### src/rtl/trap_ctrl.sv
// trap_ctrl: machine-mode trap controller owning mtvec/mepc/mcause/mtval and redirecting fetch on trap or MRET.
// Latency: event sampled at edge N -> one-cycle redirect/flush pulse in cycle N+1; CSR reads are combinational.
// Backpressure: none; all events and CSR writes are ignored while the pulse is active. TRAP_MTVAL_EN enables mtval.
`ifndef XLEN
`define XLEN 32
`endif

module trap_ctrl #(
  parameter logic [`XLEN-1:0] RESET_MTVEC = '0
) (
  input  logic             clk,
  input  logic             rst,
  input  logic             ifetch_exc_valid,
  input  logic [3:0]       ifetch_exc_cause,
  input  logic [`XLEN-1:0] ifetch_exc_pc,
  input  logic [`XLEN-1:0] ifetch_exc_tval,
  input  logic             exec_exc_valid,
  input  logic [3:0]       exec_exc_cause,
  input  logic [`XLEN-1:0] exec_exc_pc,
  input  logic [`XLEN-1:0] exec_exc_tval,
  input  logic             exec_mret,
  input  logic [11:0]      csr_addr,
  input  logic             csr_write,
  input  logic [`XLEN-1:0] csr_wdata,
  output logic             csr_hit,
  output logic [`XLEN-1:0] csr_rdata,
  output logic             redirect_valid,
  output logic [`XLEN-1:0] redirect_pc,
  output logic             flush
);
  localparam int W = `XLEN;

  localparam logic [11:0] ADDR_MTVEC  = 12'h305;
  localparam logic [11:0] ADDR_MEPC   = 12'h341;
  localparam logic [11:0] ADDR_MCAUSE = 12'h342;
  localparam logic [11:0] ADDR_MTVAL  = 12'h343;

  typedef enum logic {IDLE, REDIRECT} state_t;
  state_t state;

  logic [W-1:0] mtvec, mepc, mcause, mtval;

  // Event decode: exec is older than ifetch, so it wins; nothing is taken while redirecting.
  logic idle, ev_exec, ev_mret, ev_ifetch, ev_trap, csr_commit;
  logic wr_mtvec, wr_mepc, wr_mcause, wr_mtval;
  logic [3:0]   trap_cause;
  logic [W-1:0] trap_pc, trap_tval, mtvec_fwd, wdata_aligned;

  assign idle      = (state == IDLE);
  assign ev_exec   = idle & exec_exc_valid;
  assign ev_mret   = idle & ~exec_exc_valid & exec_mret;
  assign ev_ifetch = idle & ~exec_exc_valid & ~exec_mret & ifetch_exc_valid;
  assign ev_trap   = ev_exec | ev_ifetch;

  // The CSR write belongs to the exec-stage instruction: it is lost when that
  // instruction traps or is the MRET, but it is older than an ifetch fault.
  assign csr_commit = idle & csr_write & ~ev_exec & ~ev_mret;
  assign wr_mtvec   = csr_commit & (csr_addr == ADDR_MTVEC);
  assign wr_mepc    = csr_commit & (csr_addr == ADDR_MEPC);
  assign wr_mcause  = csr_commit & (csr_addr == ADDR_MCAUSE);
  assign wr_mtval   = csr_commit & (csr_addr == ADDR_MTVAL);

  assign trap_cause    = ev_exec ? exec_exc_cause : ifetch_exc_cause;
  assign trap_pc       = ev_exec ? exec_exc_pc    : ifetch_exc_pc;
  assign trap_tval     = ev_exec ? exec_exc_tval  : ifetch_exc_tval;
  assign wdata_aligned = {csr_wdata[W-1:2], 2'b00};

  // A same-cycle mtvec write lands before an ifetch trap, so the handler address uses it.
  assign mtvec_fwd = wr_mtvec ? wdata_aligned : mtvec;

  // mtvec: direct mode only, mode bits always zero.
  always_ff @(posedge clk) begin
    if (!rst) begin
      mtvec <= {RESET_MTVEC[W-1:2], 2'b00};
    end else if (wr_mtvec) begin
      mtvec <= wdata_aligned;
    end
  end

  // mepc/mcause: a trap overrides any same-cycle software write.
  always_ff @(posedge clk) begin
    if (!rst) begin
      mepc   <= '0;
      mcause <= '0;
    end else if (ev_trap) begin
      mepc   <= {trap_pc[W-1:2], 2'b00};
      mcause <= {{(W-4){1'b0}}, trap_cause};
    end else begin
      if (wr_mepc)   mepc   <= wdata_aligned;
      if (wr_mcause) mcause <= csr_wdata;
    end
  end

`ifdef TRAP_MTVAL_EN
  // mtval: captures the faulting value on a trap, otherwise software-writable.
  always_ff @(posedge clk) begin
    if (!rst) begin
      mtval <= '0;
    end else if (ev_trap) begin
      mtval <= trap_tval;
    end else if (wr_mtval) begin
      mtval <= csr_wdata;
    end
  end
`else
  // mtval is hardwired to zero; the address still decodes as present.
  logic unused_mtval;
  assign unused_mtval = ^{trap_tval, wr_mtval};
  assign mtval        = '0;
`endif

  // Redirect FSM: one registered pulse per accepted event, then back to IDLE.
  always_ff @(posedge clk) begin
    if (!rst) begin
      state          <= IDLE;
      redirect_valid <= 1'b0;
      flush          <= 1'b0;
      redirect_pc    <= '0;
    end else begin
      case (state)
        IDLE: begin
          if (ev_trap || ev_mret) begin
            state          <= REDIRECT;
            redirect_valid <= 1'b1;
            flush          <= 1'b1;
            redirect_pc    <= ev_mret ? mepc : mtvec_fwd;
          end
        end
        default: begin
          state          <= IDLE;
          redirect_valid <= 1'b0;
          flush          <= 1'b0;
          redirect_pc    <= '0;
        end
      endcase
    end
  end

  // CSR read port, combinational from the address.
  always_comb begin
    csr_hit   = 1'b1;
    csr_rdata = '0;
    case (csr_addr)
      ADDR_MTVEC:  csr_rdata = mtvec;
      ADDR_MEPC:   csr_rdata = mepc;
      ADDR_MCAUSE: csr_rdata = mcause;
      ADDR_MTVAL:  csr_rdata = mtval;
      default:     csr_hit   = 1'b0;
    endcase
  end

endmodule

### config.mk
export PLATFORM = sky130hd
export DESIGN_NAME = trap_ctrl
export DESIGN_NICKNAME = d
export VERILOG_FILES = /design/src/rtl/trap_ctrl.sv
export SDC_FILE = /design/constraint.sdc
export NUM_CORES = 1
export LEC_CHECK = 0
export CAP_MARGIN = 20
export CORE_ASPECT_RATIO = 0.8
export CORE_MARGIN = 5
export CORE_UTILIZATION = 30
export CTS_CLUSTER_DIAMETER = 30
export DETAILED_ROUTE_END_ITERATION = 10
export PLACE_DENSITY = 0.56
export SETUP_SLACK_MARGIN = 0.3
export SYNTH_ARGS = -nofsm -noshare
export SYNTH_HDL_FRONTEND = slang
export SYNTH_SLANG_ARGS = --single-unit
### constraint.sdc
create_clock -name clk -period 1.8 [get_ports clk]
set_input_delay 0.27 -clock clk [delete_from_list [all_inputs] [get_ports clk]]
set_output_delay 0.27 -clock clk [all_outputs]
set_load 0.1 [all_outputs]
* After elaboration in Yosys (flattened, before gate mapping)
Cells that the tools add are included.
W data, S select, Z words.
** Word-level totals
- Bits in registers :: 128
- Output and inout port bits :: 67
- Logic and storage cells :: 46
** Cells by class
- Equality and inequality tests :: 4
- Muxes and demuxes :: 11
- Bitwise logic cells :: 18
- Reduce and logical (&&, ||, !) cells :: 6
** Operators with widths (count)
- $mux W32 :: 5
- $pmux W32 S3 :: 1
- $eq A12 B10 Y1 const B :: 4
- $mux W4 :: 3
- $and A1 B1 Y1 :: 11
- $not A1 Y1 :: 6
- $reduce_bool A2 Y1 :: 2
- $reduce_or A2 Y1 :: 2
- $reduce_or A4 Y1 :: 1
- $mux W1 :: 2
- $logic_or A1 B1 Y1 :: 1
- $or A1 B1 Y1 :: 1

* Logic depth before layout (Yosys ltp)
Gate-level depths: netlist of the first run.
- Depth after elaboration :: 8
- Gate-level depth with buffers :: 8
- Mapped depth without buffers :: 4

* Worst setup path before layout of the first run
OpenSTA, ideal clock, no wires.
- Path type :: input -> output
- From :: input port csr_addr[11]
- To :: output port csr_hit
- Arrival time :: 2.244 ns
- Data required time :: 1.530 ns
- Path slack :: -0.714 ns
- Cell stages on the path :: 3
- Buffers on the path :: 0
- Path through :: nor4b_4 -> o211ai_1 -> a21oi_1
** Between the ends
- Word-level cells in the longest chain between the ends :: 3
** Ends and longest elaborated chain
- start: declaration :: line 22 : input logic [11:0] csr_addr,
- $eq A12 B10 Y1 :: line 143 : case (csr_addr)
- $reduce_or A4 Y1 (no line) *
- $mux W1 * :: line 143
- end: declaration :: line 25 : output logic csr_hit,
Mark *: on every way between the ends. The rest lies on a longest branch, timed or not.

* Worst setup path after layout of the first run
- From :: input port csr_addr[6]
- To :: output port csr_rdata[13]
** Between the ends
- Word-level cells in the longest chain between the ends :: 2
** Ends and longest elaborated chain
- $eq A12 B10 Y1 :: line 143
- $pmux W32 S3 * :: line 143
- end: declaration :: line 26 : output logic [`XLEN-1:0] csr_rdata,
Marks and branches as above.

==> results_dict.tcl, run 1 <==
set metrics [dict create \
    status "finished, violations left" \
    violations "setup timing" \
    worst_ep_required_time_ps 1530 \
    syn_inst 846 \
    period_minus_slack_ps 2220 \
    drv_cap 0 \
    dr.pass1.iters 6 \
    cts_tree "built" \
    syn_area_per_cell_um2 8.42 \
    start_kind "input port" \
    pwr-share-comb_pct 24.3 \
    rsz0062_at_grt "true" \
    holdPathStages 2 \
    pin_count 253 \
    ir_drop_v 0.000660 \
    switching_power_uw 2650 \
    synthTopCellsByCount "128 x dfxtp_1, 81 x a21oi_1, 74 x clkbuf_1" \
    tightest_slew_ps 554 \
    cts_root_buffer "clkbuf_16" \
    synth.distinct_cells 46 \
    synth.top_cell.area_share_pct 36.0 \
    pwr-share-seq_pct 35.1 \
    r2r-start "state" \
    core_area_mm2 0.0234 \
    nNetsFinal 1357 \
    min_from "mcause[8]" \
    drive_gt1_share_pct 49.9 \
    syn_nets 1032 \
    antenna_found_initial 1 \
    placed_area_mm2 0.0117 \
    synth_ff_type "dfxtp_1" \
    hold_slack_ps 457 \
    grt_pass1_vias 8894 \
    synthMostInstantiatedCell "dfxtp_1" \
    cts_made_buffers 17 \
    max_freq_ghz 0.450 \
    row_count 50 \
    synth_area_mm2 0.00713 \
    final_area_mm2 0.0144 \
    cellPowerDensity_mw_per_mm2 606 \
    intPower_uw 6070 \
    clock_path_buffers 2 \
    remaining_drc_errors 0 \
    min_path_type "reg2reg" \
    die_x_um 182 \
    crit_arrival_ps 1950 \
    cts_sinks 128 \
    synth-edff-count 0 \
    critPathKind "in2out" \
    clockPowerShare_pct 40.6 \
    p_total_uw 8710 \
    ys_ff_latch 128 \
    io_buffers 184 \
    cpMostUsedCell "buf_12" \
    ant_nets 0 \
    maxSlewHeadroom_pct 62.8 \
    crit_chain "dlygate4sd2_1 > nor2b_4 > nand4_1 > nor2_4 > buf_12 > buf_12 > buf_16 > a221o_4 > buf_12" \
    insertion_delay_ps 430 \
    routedWlPerCell_um 25.6 \
    area_growth_pct 102 \
    htreeDepth 4 \
    cp_slowest_cell "a221o_4" \
    reg2reg_depth 10 \
    timing.final.crit_share_pct 123 \
    setup_viol 131 \
    finalMaxSlewViolations 0 \
    die_y_um 148 \
    power_leakage_uw 0.00531 \
    viasPerCell 6.02 \
    hpwl_mm 21.8 \
    gr-usage-all-layers_pct 26.3 \
    postCtsHoldBufs 0 \
    ys_warn_count 0 \
    p_sw_share_pct 30.4 \
    synthArstFlopShare_pct 0 \
    worst_hold_path.endpoint "mcause[8]" \
    max_stage_delay_ps 440 \
    grt_pass1_wl_mm 55.1 \
    first_iter_violations 962 \
    clk_pin_slew_ps 50 \
    yosys.area.top_type "dfxtp_1" \
    clock_skew_ps 6.16 \
    crit_path_max_fanout 8 \
    dp_cells 1381 \
    wirelength_mm 38.3 \
    grt_max_degree 42 \
    synthTopCellsByArea "dfxtp_1 36%, a21oi_1 5.7%, o2111ai_1 4.7%" \
    start_util_pct 30.5 \
    ys_seq_area_share_pct 36.0 \
    gp_congestion 0.837 \
    setup_ws_ps -420 \
    rr_endpoint "mepc[12]" \
    r2r_slack_ps -210 \
    overflow 0 \
    cp-end-kind "output pin" \
    vias 9018 \
    fin_cells 1497 \
    die_area_mm2 0.0270 \
    finalHoldViolations 0 \
]
worst max-delay path by stage:
stage | start | endpoint | slack, ps | cells past startpoint
after floorplan | csr_addr[11] | csr_rdata[10] | -160 | 5
after global placement | csr_addr[11] | csr_rdata[31] | -630 | 8
after detailed placement | csr_addr[11] | csr_rdata[31] | -690 | 8
after CTS | csr_addr[3] | csr_rdata[9] | -380 | 11
after global routing | csr_addr[10] | csr_rdata[10] | -500 | 11
final | csr_addr[6] | csr_rdata[13] | -420 | 9
power by group through the flow:
stage | clock, uW | combinational [uW] | sequential, uW
CTS | 3530 | 1920 | 3050
detailed placement | 0 | 1740 | 3100
global placement | 0 | 1730 | 3100
finish | 3540 | 2110 | 3060
global route | 3670 | 2200 | 3070
floorplan | 0 | 685 | 3190
cell type report:
class | count | area [um^2]
diodes | 1 | 2.50
clock inverters | 11 | 113
multi-input cells | 601 | 5540
repair buffers | 421 | 5300
flip-flops and latches | 128 | 2560
well taps | 312 | 390
inverters | 2 | 7.51
fillers | 1864 | 9010
clock buffers | 21 | 470
flip-flops by register name, indices dropped and copies added, names as in the netlist:
name,count
flush,1
mcause,32
mepc,30
mtvec,32
redirect_pc,32
state,1
worst max-delay path: cells and delay by family:
family | cells | cell delay, ps
AO/OA/AOI/OAI | 1 | 440
buffers and inverters | 5 | 830
AND/OR/NAND/NOR | 3 | 390
routing by layer:
metal / share of wire (%) / global-route usage, % / vias to the layer above / wire (um)
met5: 0.034 / 0 / - / 13
met4: 2.3 / 5.93 / 2 / 872
met3: 10 / 9.13 / 79 / 4000
met2: 45 / 40.1 / 517 / 17100
met1: 43 / 36.1 / 4422 / 16400
li1: - / - / 3998 / -
per-stage QoR:
step                setup slack (ps)  setup TNS, ps  util [%]
finish                          -420         -27860      61.5
global route                    -502         -35210      61.5
CTS                             -382         -20470      58.7
detailed placement              -689         -82600      49.9
global placement                -631         -78270      49.9
floorplan                       -160          -5340         -
what timing repair did:
item / in CTS / in global routing
gates cloned: 18 / 7
setup endpoints to repair: 160 / 160
resized for setup: 185 / 86
buffers inserted: 49 / 9
pin swaps: 105 / 43
cell families (layout without fill, tap and decap cells):
logic type | count (synthesis) | in the layout | share of synthesized area [%]
AO/OA/AOI/OAI | 326 | 326 | 31.5
buffers and inverters | 117 | 455 | 7.65
flip-flops | 128 | 128 | 36.0
multiplexers | 26 | 26 | 3.83
other | 0 | 1 | 0
AND/OR/NAND/NOR | 249 | 249 | 21.0
cell usage in the layout (no fill, tap or decap), types with 9 or more instances in the layout:
cell type	synthesis	routed
a31oi_1	38	38
o211ai_1	41	41
o21ai_4	0	9
a21oi_1	81	45
mux2i_1	16	16
nand2_1	42	39
buf_6	8	40
mux2_2	10	10
o2111ai_2	0	35
buf_4	4	138
buf_12	0	99
o221a_4	0	9
or4_1	30	12
dfxtp_1	128	126
buf_16	0	17
nand3_2	0	27
clkdlybuf4s50_1	0	105
o21ai_2	1	29
and2_1	30	30
a221o_4	0	30
and3_1	32	30
a21oi_2	1	34
o21ai_0	60	18
clkbuf_16	0	22
or4_4	0	18
nand4_1	38	38
(Power assumes the default switching activity.)
==> run 2: changes to the inputs <==
--- a/config.mk
+++ b/config.mk
@@ -5,13 +5,15 @@
 export SDC_FILE = /design/constraint.sdc
 export NUM_CORES = 1
 export LEC_CHECK = 0
+export ABC_AREA = 1
+export ABC_CLOCK_PERIOD_IN_PS = 1800
 export CAP_MARGIN = 20
 export CORE_ASPECT_RATIO = 0.8
 export CORE_MARGIN = 5
 export CORE_UTILIZATION = 30
 export CTS_CLUSTER_DIAMETER = 30
 export DETAILED_ROUTE_END_ITERATION = 10
-export PLACE_DENSITY = 0.56
+export PLACE_DENSITY = 0.57
 export SETUP_SLACK_MARGIN = 0.3
 export SYNTH_ARGS = -nofsm -noshare
 export SYNTH_HDL_FRONTEND = slang
==> run 2 against run 1 <==
Against the previous run: the run still ends with setup timing left; global-route usage is 4.2 points lower; die area is 5.1% lower; synthesized cell count is 25% higher; synthesized area is 5.4% lower; largest power group unchanged; fmax is 11% higher; utilization is 4.3 points lower; cell area is 11% lower; clock skew is 2.5 ps higher.
==> results_dict.tcl, run 2 <==
set metrics [dict create \
    yosys.area.top_type "dfxtp_1" \
    grt_max_degree 27 \
    cellPowerDensity_mw_per_mm2 673 \
    mostFrequentLayoutCells "259 x nand2_1, 126 x inv_1, 126 x dfxtp_1, 103 x clkdlybuf4s50_1, 96 x nor2_1" \
    r2r_slack_ps 170 \
    clock_path_buffers 2 \
    synth_ff_type "dfxtp_1" \
    crit_path_max_fanout 5 \
    cpMostUsedCell "nor2_4" \
    synthTopCellsByArea "dfxtp_1 38%, nand2_1 17%, inv_1 7.6%" \
    maxSlewHeadroom_pct 70.4 \
    synth_compound_area_share_pct 15.4 \
    holdPathStages 3 \
    synth.mux.area_fraction_pct 0 \
    ir_drop_v 0.000500 \
    die_area_mm2 0.0256 \
    grt_pass1_wl_mm 43.4 \
    finalMaxSlewViolations 0 \
    drv_cap 0 \
    first_iter_violations 660 \
    max_stage_delay_ps 270 \
    worst_hold_path.endpoint "mcause[25]" \
    syn_nets 1247 \
    max_freq_ghz 0.501 \
    core_area_mm2 0.0223 \
    finalHoldViolations 0 \
    synthAdderAreaFrac_pct 0 \
    clock_skew_ps 8.65 \
    cp-end-kind "output pin" \
    synth.distinct_cells 25 \
    gp_congestion 0.881 \
    remaining_drc_errors 0 \
    setup_ws_ps -198 \
    ys_seq_area_share_pct 38.0 \
    wirelength_mm 31.3 \
    start_kind "input port" \
    top_regs "mcause x32, mtvec x32, redirect_pc x32" \
    htreeDepth 4 \
    synthSimpleGateAreaFrac_pct 33.5 \
    ys_ff_latch 128 \
    viasPerCell 4.89 \
    row_count 49 \
    syn_area_per_cell_um2 6.35 \
    routedWlPerCell_um 19.0 \
    grt_pass1_vias 7652 \
    gr-usage-all-layers_pct 22.2 \
    fillers 2020 \
    min_from "csr_wdata[25]" \
    hpwl_mm 19.5 \
    status "finished, violations left" \
    timing.final.crit_share_pct 111 \
    r2r-start "state" \
    synth_xor_area_share_pct 0 \
    critPathKind "in2out" \
    io_buffers 184 \
    die_y_um 144 \
    diodes 0 \
    insertion_delay_ps 420 \
    cts_root_buffer "clkbuf_16" \
    crit_arrival_ps 1730 \
    ant_nets 0 \
    syn_inst 1061 \
    synth-edff-count 0 \
    antenna_found_initial 3 \
    vias 8077 \
    rsz0062_at_grt "true" \
    synthTopCellsByCount "311 x nand2_1, 136 x inv_1, 128 x dfxtp_1" \
    pin_count 253 \
    drive_gt1_share_pct 33.3 \
    final_common_cell "nand2_1" \
    setup_viol 33 \
    start_util_pct 30.2 \
    synth.top_cell.area_share_pct 38.0 \
    reg2reg_depth 10 \
    dr.pass1.iters 5 \
    worst_ep_required_time_ps 1530 \
    postCtsHoldBufs 0 \
    cp_slowest_cell "clkbuf_16" \
    min_path_type "in2reg" \
    nNetsFinal 1519 \
    dp_cells 1560 \
    synthArstFlopShare_pct 0 \
    hold_slack_ps 459 \
    synthMostInstantiatedCell "nand2_1" \
    violations "setup timing" \
    clk_pin_slew_ps 60 \
    synth_area_mm2 0.00674 \
    period_minus_slack_ps 2000 \
    tightest_slew_ps 441 \
    crit_chain "buf_6 > nor2_4 > buf_4 > nand3_2 > nor2_4 > nand3_4 > clkinv_8 > buf_12 > nand2_1 > o211ai_1 > clkbuf_16" \
    area_growth_pct 89.3 \
    rr_endpoint "mepc[8]" \
    final_core_util_pct 57.2 \
    synth_top_family_by_area "simple AND/OR/NAND/NOR gates" \
    cts_made_buffers 17 \
    power_leakage_uw 0.00523 \
    cts_sinks 128 \
    ys_warn_count 0 \
    cts_tree "built" \
    overflow 0 \
    die_x_um 178 \
    fin_cells 1651 \
]
[run 2: changes by cell type after synthesis, sizes merged, moves of 32 or more]
cell,previous run,this run
nor2,12,121
inv,2,142
nand2,42,314
clkbuf,74,22
and3,32,0
a31oi,38,0
o2111ai,38,0
[run 2: area by class of cell]
class | instances | area, um^2 | share of cell area, %
multi-input cells | 725 | 4580 | 35.9
flip-flops and latches | 128 | 2570 | 20.1
clock inverters | 12 | 184 | 1.44
repair buffers | 319 | 4020 | 31.5
inverters | 142 | 581 | 4.55
well taps | 306 | 383 | 3.00
clock buffers | 19 | 443 | 3.47
[run 2: per-layer routing]
metal	part of all wire (%)	global-route usage, %	wire, um
met4	2.0	5.61	611
met3	9.5	6.33	2970
met1	44	29.9	13600
met5	0.15	0	47
met2	45	35.2	14000
[run 2: logic make-up (layout without fill, tap and decap cells)]
logic type,after synthesis,after routing
compound gates,189,189
buf+inv,208,492
flops,128,128
simple gates,536,536
[run 2: repair_timing]
| action | CTS | global route |
|---|---|---|
| gates resized for setup | 102 | 255 |
| cloned | 7 | 12 |
| setup buffers | 30 | 11 |
| setup endpoints to repair | 154 | 123 |
| pin swaps | 21 | 99 |
[run 2: power by group]
part | leakage (uW) | total (uW) | switching, uW | internal [uW]
combinational | 0.00389 | 1830 | 1060 | 769
sequential | 0.00104 | 3010 | 72.2 | 2940
clock | 0.000300 | 3750 | 1390 | 2360
[run 2: through the flow]
step / area [um^2] / TNS, ps / power (uW) / worst slack [ps]
5_1_grt: 12800 / -6980 / 8880 / -270
6_report: 12800 / -4850 / 8590 / -198
3_3_place_gp: 10100 / -49580 / 4470 / -532
3_5_place_dp: 10100 / -49080 / 4480 / -551
2_1_floorplan: 7070 / -15720 / 3790 / -865
4_1_cts: 11400 / -4600 / 8290 / -207
[run 2: worst max-delay path by stage]
| stage | from | to | slack, ps |
|---|---|---|---|
| floorplan | csr_addr[1] | csr_rdata[23] | -870 |
| global placement | csr_addr[8] | csr_rdata[13] | -530 |
| detailed placement | csr_addr[8] | csr_rdata[27] | -550 |
| CTS | csr_addr[4] | csr_rdata[3] | -210 |
| global route | csr_addr[5] | csr_rdata[27] | -270 |
| finish | csr_addr[5] | csr_rdata[27] | -200 |
[run 2: critical path, delay by kind of cell]
kind / cells / cell delay, ps
buffers and inverters: 5 / 720
AO/OA/AOI/OAI: 1 / 150
AND/OR/NAND/NOR: 5 / 580
==> run 3: changes to the inputs <==
--- a/config.mk
+++ b/config.mk
@@ -9,11 +9,11 @@
 export ABC_CLOCK_PERIOD_IN_PS = 1800
 export CAP_MARGIN = 20
 export CORE_ASPECT_RATIO = 0.8
-export CORE_MARGIN = 5
+export CORE_MARGIN = 2
 export CORE_UTILIZATION = 30
 export CTS_CLUSTER_DIAMETER = 30
 export DETAILED_ROUTE_END_ITERATION = 10
-export PLACE_DENSITY = 0.57
+export HOLD_SLACK_MARGIN = 0.15
 export SETUP_SLACK_MARGIN = 0.3
 export SYNTH_ARGS = -nofsm -noshare
 export SYNTH_HDL_FRONTEND = slang
==> run 3 against run 2 <==
Against the previous run: hold slack better by 14 ps; fmax down 1.5%; non-clock buffer count up 10; routed wire length down 1.6%; cell area up 2.0%; the run still ends with setup timing left; sequential power about the same; total power up 2.1%; clock skew down 1.1 ps; sequential share of layout area down 0.39 points; register-to-register slack about the same; critical path type unchanged.
==> results_dict.tcl, run 3 (synthesized netlist as in run 2, its figures left out) <==
set metrics [dict create \
    dp_cells 1561 \
    violations "setup timing" \
    min_path_type "in2reg" \
    htreeDepth 4 \
    reg2reg_depth 9 \
    finalHoldViolations 0 \
    holdPathStages 3 \
    hpwl_mm 19.1 \
    gp_congestion 0.843 \
    cts_root_buffer "clkbuf_16" \
    mostFrequentLayoutCells "254 x nand2_1, 126 x dfxtp_1, 122 x inv_1, 103 x clkdlybuf4s50_1, 95 x nor2_1" \
    gr-usage-all-layers_pct 22.6 \
    timing.final.crit_share_pct 113 \
    crit_start "csr_addr[7]" \
    core_area_mm2 0.0223 \
    maxSlewHeadroom_pct 72.5 \
    max_freq_ghz 0.493 \
    clock_skew_ps 7.58 \
    r2r-start "state" \
    wirelength_mm 30.8 \
    clk_pin_slew_ps 60 \
    die_area_mm2 0.0237 \
    die_y_um 138 \
    io_buffers 184 \
    cts_sinks 128 \
    power_leakage_uw 0.00534 \
    top_regs "mcause x32, mtvec x32, redirect_pc x32" \
    crit_family "buffers and inverters" \
    diodes 0 \
    worst_hold_path.endpoint "mcause[29]" \
    start_util_pct 30.3 \
    clock_path_buffers 2 \
    start_kind "input port" \
    r2r_slack_ps 160 \
    fin_cells 1662 \
    antenna_found_initial 1 \
    fillers 1905 \
    dr.pass1.iters 6 \
    nNetsFinal 1529 \
    worst_ep_required_time_ps 1530 \
    grt_pass1_vias 7281 \
    crit_arrival_ps 1760 \
    status "finished, violations left" \
    row_count 49 \
    routedWlPerCell_um 18.5 \
    tightest_slew_ps 410 \
    hold_slack_ps 473 \
    rr_endpoint "mcause[20]" \
    setup_ws_ps -228 \
    remaining_drc_errors 0 \
    pin_count 253 \
    final_common_cell "nand2_1" \
    vias 8230 \
    ant_nets 0 \
    cts_made_buffers 17 \
    drive_gt1_share_pct 36.9 \
    cellPowerDensity_mw_per_mm2 674 \
    first_iter_violations 728 \
    seqCellArea_mm2 0.00257 \
    path_buf_inv 4 \
    max_stage_delay_ps 330 \
    finalMaxSlewViolations 0 \
    period_minus_slack_ps 2030 \
    cp-end-kind "output pin" \
    die_x_um 172 \
    cpMostUsedCell "buf_12" \
    area_growth_pct 93.0 \
    drv_cap 0 \
    insertion_delay_ps 420 \
    grt_pass1_wl_mm 41.0 \
    cp_slowest_cell "o211ai_1" \
    setup_viol 33 \
    crit_chain "clkdlybuf4s15_2 > nor3_4 > nand3_4 > buf_12 > buf_12 > o211ai_1 > buf_12" \
    min_from "csr_wdata[29]" \
    ir_drop_v 0.000489 \
    critPathKind "in2out" \
    viasPerCell 4.95 \
    overflow 0 \
    multi_input_area_mm2 0.00465 \
    crit_path_max_fanout 6 \
    rsz0062_at_grt "true" \
    grt_max_degree 37 \
    cts_tree "built" \
]
[run 3: cell count changes in the layout (fill, tap and decap cells not counted), moves of 4 or more]
cell / previous run / this run
nand2_4: 34 / 39
o21ai_2: 6 / 31
nand2_2: 15 / 19
inv_1: 126 / 122
nand3_2: 29 / 34
nand3_4: 12 / 8
nand2_8: 6 / 2
o21ai_0: 46 / 21
inv_2: 11 / 15
nand2_1: 259 / 254
clkbuf_16: 28 / 35
[run 3: how the worst max path moves through the flow]
stage / to / depth (start not counted)
2_1_floorplan: csr_rdata[23] / 6
3_3_place_gp: csr_rdata[23] / 8
3_5_place_dp: csr_rdata[0] / 10
4_1_cts: csr_rdata[28] / 9
5_1_grt: csr_rdata[13] / 8
6_report: csr_rdata[27] / 7
[run 3: metal layers]
layer | GRT usage [%] | wire (um)
met4 | 4.33 | 404
met2 | 35.0 | 13900
met1 | 32.8 | 14100
met3 | 4.24 | 2440
met5 | 0 | 0
[run 3: worst register-to-register path, delay by kind of cell, from the launching register on]
kind                   cells  cell delay, ps
flip-flops                 1             380
AO/OA/AOI/OAI              1              60
buffers and inverters      3             480
AND/OR/NAND/NOR            5             660
[run 3: report_power, final]
group | switching, uW | total [uW] | leakage (uW) | internal, uW
logic | 1120 | 2000 | 0.00401 | 888
registers | 75.1 | 3010 | 0.00104 | 2940
clock network | 1390 | 3750 | 0.000296 | 2360
total | 2590 | 8770 | 0.00534 | 6180
[run 3: timing repair]
action / CTS / global route
endpoints found under the hold margin: 0 / 0
gates resized for setup: 87 / 338
setup endpoints to repair: 160 / 122
hold buffers: 0 / 0
gates cloned: 4 / 19
buffers inserted: 12 / 34
pin swaps: 24 / 125
[run 3: layout make-up]
class / instances / area share (%)
multi-input cells: 725 / 35.8
repair buffers: 329 / 32.3
flip-flops and latches: 128 / 19.7
inverters: 142 / 4.43
clock buffers: 19 / 3.41
well taps: 306 / 2.94
clock inverters: 13 / 1.43
[run 3: stage by stage]
step           total power (uW)  utilization, %  cell area, um^2  TNS, ps  setup WS (ps)
2_1_floorplan              3790               -             7070   -15720           -865
3_3_place_gp               4480            45.2            10100   -51640           -568
3_5_place_dp               4490            45.2            10100   -55680           -580
4_1_cts                    8250            50.0            11100    -4480           -199
5_1_grt                    9050            58.4            13000    -6420           -231
6_report                   8770            58.4            13000    -5620           -228
